### src/rtl/variance_ctrl_if.sv
// Pixel stream, datapath and result bundle for variance_ctrl.
// slave = controller side, master = stream source / datapath / result sink.
interface variance_ctrl_if #(
  parameter int WIDTH = 8
);
  // upstream pixel stream
  logic               s_valid;
  logic               s_ready;
  logic [WIDTH-1:0]   s_data;
  // datapath control and results
  logic               dp_clear;
  logic [WIDTH-1:0]   dp_data;
  logic               dp_accum_en;
  logic               dp_compute;
  logic [2*WIDTH-1:0] dp_variance;
  logic [WIDTH-1:0]   dp_mean;
  // result handshake
  logic               res_valid;
  logic               res_ready;
  logic [2*WIDTH-1:0] res_variance;
  logic [WIDTH-1:0]   res_mean;

  modport slave (
    input  s_valid, s_data, dp_variance, dp_mean, res_ready,
    output s_ready, dp_clear, dp_data, dp_accum_en, dp_compute,
    output res_valid, res_variance, res_mean
  );

  modport master (
    output s_valid, s_data, dp_variance, dp_mean, res_ready,
    input  s_ready, dp_clear, dp_data, dp_accum_en, dp_compute,
    input  res_valid, res_variance, res_mean
  );
endinterface

### src/rtl/variance_ctrl.sv
// Frame sequencer for a variance datapath: clear, accumulate one frame of
// pixels, run compute for CALC_LATENCY cycles, then hold the result.
// Ports: clk, reset (sync, active-low), i_start, i_abort, io (slave:
// pixel stream, datapath strobes/results, result handshake), o_busy,
// o_frame_count (completed handshakes), o_err_start (sticky).
module variance_ctrl #(
  parameter int WIDTH        = 8,
  parameter int IMG_WIDTH    = 8,
  parameter int IMG_HEIGHT   = 8,
  parameter int CALC_LATENCY = 3
) (
  input  logic            clk,
  input  logic            reset,
  input  logic            i_start,
  input  logic            i_abort,
  variance_ctrl_if.slave  io,
  output logic            o_busy,
  output logic [15:0]     o_frame_count,
  output logic            o_err_start
);

  localparam int INPUT_NUM = IMG_WIDTH * IMG_HEIGHT;
  localparam int PCW       = $clog2(INPUT_NUM + 1);

  localparam logic [PCW-1:0] LAST_PIX  = PCW'(INPUT_NUM - 1);
  localparam logic [PCW-1:0] PIX_ONE   = PCW'(1);
  localparam logic [3:0]     LAST_CALC = 4'(CALC_LATENCY - 1);

  typedef enum logic [2:0] {
    S_IDLE,
    S_CLEAR,
    S_ACCUM,
    S_COMPUTE,
    S_HOLD
  } state_t;

  state_t             r_state;
  logic [PCW-1:0]     r_pix_cnt;
  logic [3:0]         r_calc_cnt;
  logic [2*WIDTH-1:0] r_variance;
  logic [WIDTH-1:0]   r_mean;
  logic [15:0]        r_frame_cnt;
  logic               r_err_start;

  logic w_accum;
  logic w_xfer;
  logic w_res_hs;
  logic w_start_err;

  assign w_accum  = (r_state == S_ACCUM);
  assign w_xfer   = io.s_valid & w_accum;
  assign w_res_hs = (r_state == S_HOLD) & io.res_ready;

  // A start that lands on the result handshake chains the next frame;
  // anywhere else outside IDLE it is a protocol error.
  assign w_start_err = i_start & (r_state != S_IDLE) & ~w_res_hs;

  always_ff @(posedge clk) begin
    if (!reset) begin
      r_state     <= S_IDLE;
      r_pix_cnt   <= '0;
      r_calc_cnt  <= '0;
      r_variance  <= '0;
      r_mean      <= '0;
      r_frame_cnt <= '0;
      r_err_start <= 1'b0;
    end else if (i_abort) begin
      r_state    <= S_IDLE;
      r_pix_cnt  <= '0;
      r_calc_cnt <= '0;
    end else begin
      unique case (r_state)
        S_IDLE: begin
          if (i_start) r_state <= S_CLEAR;
        end
        S_CLEAR: begin
          r_pix_cnt  <= '0;
          r_calc_cnt <= '0;
          r_state    <= S_ACCUM;
        end
        S_ACCUM: begin
          if (w_xfer) begin
            r_pix_cnt <= r_pix_cnt + PIX_ONE;
            if (r_pix_cnt == LAST_PIX)
              r_state <= S_COMPUTE;
          end
        end
        S_COMPUTE: begin
          if (r_calc_cnt == LAST_CALC) begin
            r_variance <= io.dp_variance;
            r_mean     <= io.dp_mean;
            r_calc_cnt <= '0;
            r_state    <= S_HOLD;
          end else begin
            r_calc_cnt <= r_calc_cnt + 4'd1;
          end
        end
        S_HOLD: begin
          if (io.res_ready) begin
            r_frame_cnt <= r_frame_cnt + 16'd1;
            r_state     <= i_start ? S_CLEAR : S_IDLE;
          end
        end
        default: r_state <= S_IDLE;
      endcase
      if (w_start_err) r_err_start <= 1'b1;
    end
  end

  // Datapath is held cleared for as long as reset is asserted.
  assign io.dp_clear     = ~reset | (r_state == S_CLEAR);
  assign io.dp_data      = io.s_data;
  assign io.dp_accum_en  = w_xfer;
  assign io.dp_compute   = (r_state == S_COMPUTE);
  assign io.s_ready      = w_accum;
  assign io.res_valid    = (r_state == S_HOLD);
  assign io.res_variance = r_variance;
  assign io.res_mean     = r_mean;

  assign o_busy        = (r_state != S_IDLE);
  assign o_frame_count = r_frame_cnt;
  assign o_err_start   = r_err_start;

endmodule

### src/flat_wrapper.sv
// flat-port wrapper written by rule: the top's interface ports become plain ports
module variance_ctrl_flat 
#(
  parameter int WIDTH        = 8,
  parameter int IMG_WIDTH    = 8,
  parameter int IMG_HEIGHT   = 8,
  parameter int CALC_LATENCY = 3
)
  (clk, reset, i_start, i_abort, o_busy, o_frame_count, o_err_start, io_s_valid, io_s_data, io_dp_variance, io_dp_mean, io_res_ready, io_s_ready, io_dp_clear, io_dp_data, io_dp_accum_en, io_dp_compute, io_res_valid, io_res_variance, io_res_mean);
  variance_ctrl_if #(.WIDTH(WIDTH)) io_i ();
  input  logic clk;
  input  logic reset;
  input  logic i_start;
  input  logic i_abort;
  output logic o_busy;
  output logic [15:0] o_frame_count;
  output logic o_err_start;
  input wire logic [$bits(io_i.s_valid)-1:0] io_s_valid;
  input wire logic [$bits(io_i.s_data)-1:0] io_s_data;
  input wire logic [$bits(io_i.dp_variance)-1:0] io_dp_variance;
  input wire logic [$bits(io_i.dp_mean)-1:0] io_dp_mean;
  input wire logic [$bits(io_i.res_ready)-1:0] io_res_ready;
  output wire logic [$bits(io_i.s_ready)-1:0] io_s_ready;
  output wire logic [$bits(io_i.dp_clear)-1:0] io_dp_clear;
  output wire logic [$bits(io_i.dp_data)-1:0] io_dp_data;
  output wire logic [$bits(io_i.dp_accum_en)-1:0] io_dp_accum_en;
  output wire logic [$bits(io_i.dp_compute)-1:0] io_dp_compute;
  output wire logic [$bits(io_i.res_valid)-1:0] io_res_valid;
  output wire logic [$bits(io_i.res_variance)-1:0] io_res_variance;
  output wire logic [$bits(io_i.res_mean)-1:0] io_res_mean;
  assign io_i.s_valid = io_s_valid;
  assign io_i.s_data = io_s_data;
  assign io_i.dp_variance = io_dp_variance;
  assign io_i.dp_mean = io_dp_mean;
  assign io_i.res_ready = io_res_ready;
  assign io_s_ready = io_i.s_ready;
  assign io_dp_clear = io_i.dp_clear;
  assign io_dp_data = io_i.dp_data;
  assign io_dp_accum_en = io_i.dp_accum_en;
  assign io_dp_compute = io_i.dp_compute;
  assign io_res_valid = io_i.res_valid;
  assign io_res_variance = io_i.res_variance;
  assign io_res_mean = io_i.res_mean;
  variance_ctrl #(.WIDTH(WIDTH), .IMG_WIDTH(IMG_WIDTH), .IMG_HEIGHT(IMG_HEIGHT), .CALC_LATENCY(CALC_LATENCY)) u_core (.clk(clk), .reset(reset), .i_start(i_start), .i_abort(i_abort), .io(io_i), .o_busy(o_busy), .o_frame_count(o_frame_count), .o_err_start(o_err_start));
endmodule
### config.mk
export PLATFORM = sky130hd
export DESIGN_NAME = variance_ctrl_flat
export DESIGN_NICKNAME = d
export VERILOG_FILES = /design/src/rtl/variance_ctrl_if.sv /design/src/rtl/variance_ctrl.sv /design/src/flat_wrapper.sv
export SDC_FILE = /design/constraint.sdc
export NUM_CORES = 1
export LEC_CHECK = 0
export CAP_MARGIN = 25
export CORE_MARGIN = 3
export CORE_UTILIZATION = 44
export CTS_CLUSTER_DIAMETER = 50
export DETAILED_ROUTE_END_ITERATION = 10
export PLACE_DENSITY = 0.79
export RECOVER_POWER = 25
export SETUP_SLACK_MARGIN = 0.5
export SLEW_MARGIN = 20
export SYNTH_ARGS = -nofsm -noshare
export SYNTH_HDL_FRONTEND = slang
export SYNTH_SLANG_ARGS = --single-unit
### constraint.sdc
create_clock -name clk -period 1.9 [get_ports clk]
set_input_delay 0.38 -clock clk [delete_from_list [all_inputs] [get_ports clk]]
set_output_delay 0.38 -clock clk [all_outputs]
set_load 0.05 [all_outputs]
==> metrics.txt, run 1 <==
outcome finished clean; vias in the first global route 2324; asr flop ratio synth 0%; post-synthesis compound-gate area fraction between 10% and 20%; Max VDD drop 0.4105 mV; number of core rows 27; Crit Path Category register to output pin; clock root buffer clkbuf_8; Switching Fraction between 20% and 30%; Data arrival, critical path 1350 ps; Skew-Pair Late Insertion Delay 320 ps; flop2flop setup slack 240 ps; IO Count 93; Placed Area between 3000 and 4000 um2; critical path cell sequence buf_8 -> or3_4 -> buf_8; Chip Width 81.90 um; nets 448; startpoint types register; Least-Margin Pin Slew 634.1 ps; max-capacitance violation count 0; Die Y 81.90 um; first-pass GRT wire length ~11000 um; Pleak roughly 1.8 nW; Final TNS setup 0 ps; data required time of the worst path 1520 ps; top_reg_cell synth dfxtp_1; slew margin rel. 57.91%; CTS Hold Bufs 0; Synth top area share ~43%; initial DRC count 146; TritonCTS Buffers 5; reg-to-reg endpoint u_core.o_frame_count[12]; share of cells above drive strength 1 41.52%; Mapped Cells between 300 and 400; clock power share about two fifths; Initial Util 45.75%; Crit Path Max Fanout 7; Clock Path Buffers 2; clock-pin slew on the worst setup and hold paths roughly 100 ps; CTS tree yes; Hold Path Sink u_core.o_err_start; Setup-failing EPs final 0; worst hold path depth 2; cell area after synthesis 2535 um2; synth top area cells dfxtp_1, nand3_1, o21ai_0; fmax about 580 MHz; Setup crit start u_core.r_state[0]; Comb pwr share 9.5%; PD cells roughly 530 nW/um2; largest net degree at the start of global routing 37; initial antenna violation count 0; largest family of logic cells by synthesized area simple AND/OR/NAND/NOR gates; core area between 5000 and 6000 um2; Reg2Reg Launch Point u_core.r_state[2]; total power draw approximately 2.2 mW; most used cell along the critical path buf_8; DRC Markers 0; Final Max Slew Viols 0; mux contribution to synthesized area about 3.2%; Synth Area in XOR/XNOR roughly 3.8%; # clock sinks between 50 and 60; Hold Startpoint reset; syn_area_per_cell 8.422 um2; internal power 1.729 mW; WL final ~7900 um; fin util about 76%; count leader, synth dfxtp_1; worst min path class primary input to register; worst reg2reg path depth 6; routed length per instance approximately 16 um; Sw Pwr 0.5104 mW; minimum clock period 1732 ps; register area share after synthesis a little over two fifths; total grt overflow 0; Synth Register Bits between 50 and 60; Flop pwr share approximately half; GPL Wtd Cong between 0.8 and 0.9; Synth Area in Adders about 2.0%; number of synthesized flops with an enable pin 0; DPL Wire Length between 4000 and 5000 um; DRT antenna net count 0; dpl cells between 400 and 500; GRT Total Usage between 20% and 30%; clk_skew a little under 10 ps; fin crit share 91.17%; RSZ-0062 raised after global routing true; Layout area overhead 66.98%; Design Area, Final between 4000 and 5000 um2; simple-gate area share of the yosys netlist a little under a third; synth unique cells between 40 and 50; Syn Nets 343; critical path capture point type output pin; Yosys warnings 0; Slowest cell on crit path or3_4; PortBufs 76; Yosys top cell by area dfxtp_1; Final Hold Fails 0; Vias 2532; Commonest cells post-synth dfxtp_1, nand2_1, nand3_1; diode count 0; drt first pass iters 4; Finished Layout Cells between 400 and 500; Largest stage delay, worst path 390 ps; H-tree depth 2; full die area about 6700 um2; detail-routed via count per cell between 5 and 6
==> critical path: cells and delay by family (launching register included) <==
kind	cells	cell delay [ps]
simple gates	1	390
flops	1	340
buf+inv	2	300
==> metrics by stage <==
step	hold slack, ps	setup WS, ps
4_1_cts	356.7	161.7
6_report	358.3	167.9
5_1_grt	339.1	112.2
3_5_place_dp	448.8	22.85
2_1_floorplan	430.1	146.9
3_3_place_gp	442.7	50.28
==> placed cells by master, fill, tap and decap left out, types with 3 or more instances in the layout <==
cell,synthesis,final
a211oi_2,0,4
a21oi_1,4,3
and2_1,10,9
and3_1,4,4
buf_12,0,10
buf_16,0,4
buf_2,1,22
buf_4,8,24
buf_6,0,12
buf_8,0,4
clkbuf_1,12,17
clkbuf_16,0,3
clkbuf_8,0,5
clkdlybuf4s50_1,0,26
dfxtp_1,55,38
dfxtp_2,0,13
dfxtp_4,0,4
inv_1,6,5
mux2i_1,8,8
nand2_1,38,37
nand2b_1,10,8
nand3_1,37,19
nand3_2,0,15
nand3_4,0,3
nand4_1,3,3
nor2_1,13,12
nor2b_1,5,3
o21ai_0,31,3
o21ai_1,1,14
o21ai_2,0,14
xnor2_1,7,6
xor2_1,4,4
==> state kept, by name (all words and copies together) (netlist names) <==
signal                  cells
u_core.r_pix_cnt            7
u_core.io.res_variance     16
u_core.o_frame_count       16
u_core.r_calc_cnt           4
u_core.o_err_start          1
u_core.r_state              3
u_core.io.res_mean          8
==> power groups by stage <==
| stage | Combinational, mW | Clock, mW | Sequential (mW) |
|---|---|---|---|
| after CTS | 0.189 | 0.890 | 1.15 |
| after detailed placement | 0.175 | 0 | 1.18 |
| final | 0.212 | 0.877 | 1.15 |
| after global routing | 0.226 | 0.944 | 1.15 |
| after global placement | 0.174 | 0 | 1.18 |
| after floorplan | 0.127 | 0 | 1.18 |
==> final cells by class <==
cell class / instances / area (um2)
Inverter: 7 / 38.79
Tap cell: 72 / 90.09
Timing Repair Buffer: 124 / 1196
Sequential cell: 55 / 1132
Multi-Input combinational cell: 213 / 1644
Clock inverter: 2 / 37.54
Fill cell: 375 / 1308
Clock buffer: 6 / 93.84
==> how the worst max path moves through the flow <==
stage	cells past startpoint	endpoint
6_report	3	o_busy
4_1_cts	3	o_busy
2_1_floorplan	3	io_dp_accum_en
3_3_place_gp	5	u_core.o_frame_count[10]
5_1_grt	4	io_dp_clear
3_5_place_dp	5	u_core.o_frame_count[12]
==> routing by layer <==
| layer | GRT usage, % | share of wire (%) | vias to the layer above |
|---|---|---|---|
| li1 | - | - | 1240 |
| met1 | 26.42 | 41 | 1212 |
| met2 | 36.27 | 51 | 69 |
| met3 | 7.346 | 5.9 | 11 |
| met4 | 6.478 | 1.4 | 0 |
| met5 | 0 | 0 | - |
==> cell families (layout without fill, tap and decap cells) <==
logic type	after synthesis	after routing
AND/OR/NAND/NOR	140	140
flip-flops	55	55
AO/OA/AOI/OAI	50	50
buffers and inverters	33	139
XOR/XNOR	11	11
multiplexers	8	8
adder cells (fa/ha/maj)	4	4
==> timing repair <==
item	4_1_cts	5_1_grt
pin swaps	23	33
endpoints found under the setup margin	86	59
gates cloned	4	2
buffers inserted	21	9
resized for setup	200	52
endpoints found under the hold margin	0	0
Power figures use the tool's default switching activity.
==> inputs of run 2 (changes only) <==
--- a/config.mk
+++ b/config.mk
@@ -5,12 +5,13 @@
 export SDC_FILE = /design/constraint.sdc
 export NUM_CORES = 1
 export LEC_CHECK = 0
+export ABC_AREA = 0
 export CAP_MARGIN = 25
 export CORE_MARGIN = 3
 export CORE_UTILIZATION = 44
 export CTS_CLUSTER_DIAMETER = 50
 export DETAILED_ROUTE_END_ITERATION = 10
-export PLACE_DENSITY = 0.79
+export PLACE_DENSITY = 0.89
 export RECOVER_POWER = 25
 export SETUP_SLACK_MARGIN = 0.5
 export SLEW_MARGIN = 20
==> run 2 against run 1 <==
Compared with the run above: via count up 3.6%; power is 3.5% lower; maximum frequency down 0.67%; global-route usage decreased by 0.068 points; clock power decreased by 11%; sequential share of layout area shrank 0.17 points; critical endpoint is now io_dp_accum_en; largest cell class unchanged; largest power group unchanged; highest routed layer unchanged.
==> metrics.txt, run 2 (synthesis gave the netlist of run 1 again) <==
outcome finished clean (unchanged); Vias 2623 (was 2532); share of cells above drive strength 1 43.31% (was 41.52%); worst hold path depth 2 (unchanged); Layout area overhead 68.21% (was 66.98%); Least-Margin Pin Slew 621.8 ps (was 634.1 ps); Final Max Slew Viols 0 (unchanged); first-pass GRT wire length 11260 um (was 11230 um); slew margin rel. 58.72% (was 57.91%); worst slack at placement -10.42 ps (was 22.85 ps); nets 452 (was 448); RSZ-0062 raised after global routing true (unchanged); Final Hold Fails 0 (unchanged); full die area 6708 um2 (unchanged); largest net degree at the start of global routing 50 (was 37); WL final 8173 um (was 7863 um); CTS Hold Bufs 0 (unchanged); GPL Wtd Cong 0.8817 (was 0.8259); fmax 573.5 MHz (was 577.3 MHz); worst reg2reg path depth 6 (unchanged); fill cell count 364 (was 375); flop2flop setup slack 210 ps (was 240 ps); TritonCTS Buffers 5 (unchanged); CTS tree yes (unchanged); Crit Path Max Fanout 4 (was 7); Skew-Pair Late Insertion Delay 310 ps (was 320 ps); # clock sinks 55 (unchanged); commonest non-fill, non-tap cells in the layout nand2_1, dfxtp_1, nand3_2, clkdlybuf4s50_1 (was dfxtp_1, nand2_1, clkdlybuf4s50_1, buf_4, buf_2); data required time of the worst path 1520 ps (about the same); Initial Util 45.75% (unchanged); IO Count 93 (unchanged); Finished Layout Cells 483 (was 479); vias in the first global route 2442 (was 2324); initial antenna violation count 0 (unchanged); dpl cells 438 (was 435); Setup crit start u_core.r_state[2] (was u_core.r_state[0]); Clock Path Buffers 2 (unchanged); number of core rows 27 (unchanged); clock root buffer clkbuf_8 (unchanged); total grt overflow 0 (unchanged); detail-routed via count per cell 5.431 (was 5.286); fin crit share 91.78% (was 91.17%); total power draw 2.162 mW (was 2.239 mW); area of the multi-input gates 1697 um2 (was 1644 um2); Crit Path Category register to output pin (unchanged); GRT Total Usage 21.69% (was 21.75%); register area 1134 um2 (was 1132 um2); PortBufs 76 (unchanged); Die Y 81.90 um (unchanged); drt first pass iters 4 (unchanged); Pleak 1.745 nW (was 1.750 nW); critical path capture point type output pin (unchanged); clk_skew 7.991 ps (was 9.922 ps); Max VDD drop 0.3545 mV (was 0.4105 mV); WHS 464.6 ps (was 358.3 ps); DRC Markers 0 (unchanged); DRT antenna net count 0 (unchanged); final worst slack 156.2 ps (was 167.9 ps); max-capacitance violation count 0 (unchanged); PD cells 507.0 nW/um2 (was 529.1 nW/um2); worst setup path endpoint io_dp_accum_en (was o_busy); diode count 0 (unchanged); reg-to-reg endpoint u_core.o_frame_count[15] (was u_core.o_frame_count[12]); DPL Wire Length 4316 um (was 4091 um); fin util 76.96% (was 76.40%); startpoint types register (unchanged); clock-pin slew on the worst setup and hold paths 100 ps (about the same); routed length per instance 16.92 um (was 16.42 um); Chip Width 81.90 um (unchanged); Reg2Reg Launch Point u_core.r_state[2] (unchanged); worst min path class register to register (was primary input to register); initial DRC count 163 (was 146); minimum clock period 1744 ps (was 1732 ps); H-tree depth 2 (unchanged); Data arrival, critical path 1360 ps (was 1350 ps); Setup-failing EPs final 0 (unchanged); core area 5540 um2 (unchanged)
-- run 2: layout make-up --
| cell class | count | area share, % |
|---|---|---|
| well taps | 72 | 2.113 |
| clock inverters | 1 | 0.2054 |
| inverters | 7 | 0.9096 |
| multi-input cells | 213 | 39.79 |
| repair buffers | 128 | 27.88 |
| flip-flops and latches | 55 | 26.58 |
| clock buffers | 7 | 2.523 |
-- run 2: power by group --
| group | internal [mW] | leakage (nW) | switching, mW |
|---|---|---|---|
| Combinational | 0.118 | 1.23 | 0.111 |
| Sequential | 1.15 | 0.453 | 0.00206 |
| Clock | 0.382 | 0.0600 | 0.400 |
-- run 2: critical path, stage by stage (launching register included) --
cell and delay [ps]:
dfxtp_4 370, buf_6 130, nor3b_4 220, and2_4 200
buf_12 130
-- run 2: timing repair --
item,in CTS,in global routing
endpoints found under the setup margin,92,61
buffers inserted,21,9
endpoints found under the hold margin,0,0
cloned,2,5
pin swaps,23,40
gates resized for setup,220,65
-- run 2: how the worst min path moves through the flow --
stage                                           from                    endpoint  slack (ps)
after CTS                 u_core.io.res_variance[13]  u_core.io.res_variance[13]         460
after global routing       u_core.io.res_variance[5]   u_core.io.res_variance[5]         490
after global placement     u_core.io.res_variance[5]   u_core.io.res_variance[5]         440
after floorplan                  u_core.r_pix_cnt[6]         u_core.r_pix_cnt[6]         430
after detailed placement  u_core.io.res_variance[13]  u_core.io.res_variance[13]         450
final                      u_core.io.res_variance[5]   u_core.io.res_variance[5]         460
-- run 2: stage by stage --
step                      TNS, ps  cell area (um2)
after detailed placement   -10.42             3523
after global routing            0             4264
after floorplan                 0             2700
final                           0             4264
after CTS                       0             3850
after global placement          0             3523
-- run 2: routing by layer --
layer | up-vias | wire length, um | global-route usage, %
li1 | 1248 | - | -
met1 | 1276 | 3267 | 23.90
met2 | 87 | 4342 | 41.28
met3 | 12 | 405 | 3.728
met4 | 0 | 158 | 7.475
met5 | - | 0 | 0
==> inputs of run 3 (changes only) <==
--- a/config.mk
+++ b/config.mk
@@ -11,6 +11,7 @@
 export CORE_UTILIZATION = 44
 export CTS_CLUSTER_DIAMETER = 50
 export DETAILED_ROUTE_END_ITERATION = 10
+export HOLD_SLACK_MARGIN = 0.06
 export PLACE_DENSITY = 0.89
 export RECOVER_POWER = 25
 export SETUP_SLACK_MARGIN = 0.5
==> results of run 3 <==
Final layout, timing and power as in run 2 (identical DEF).
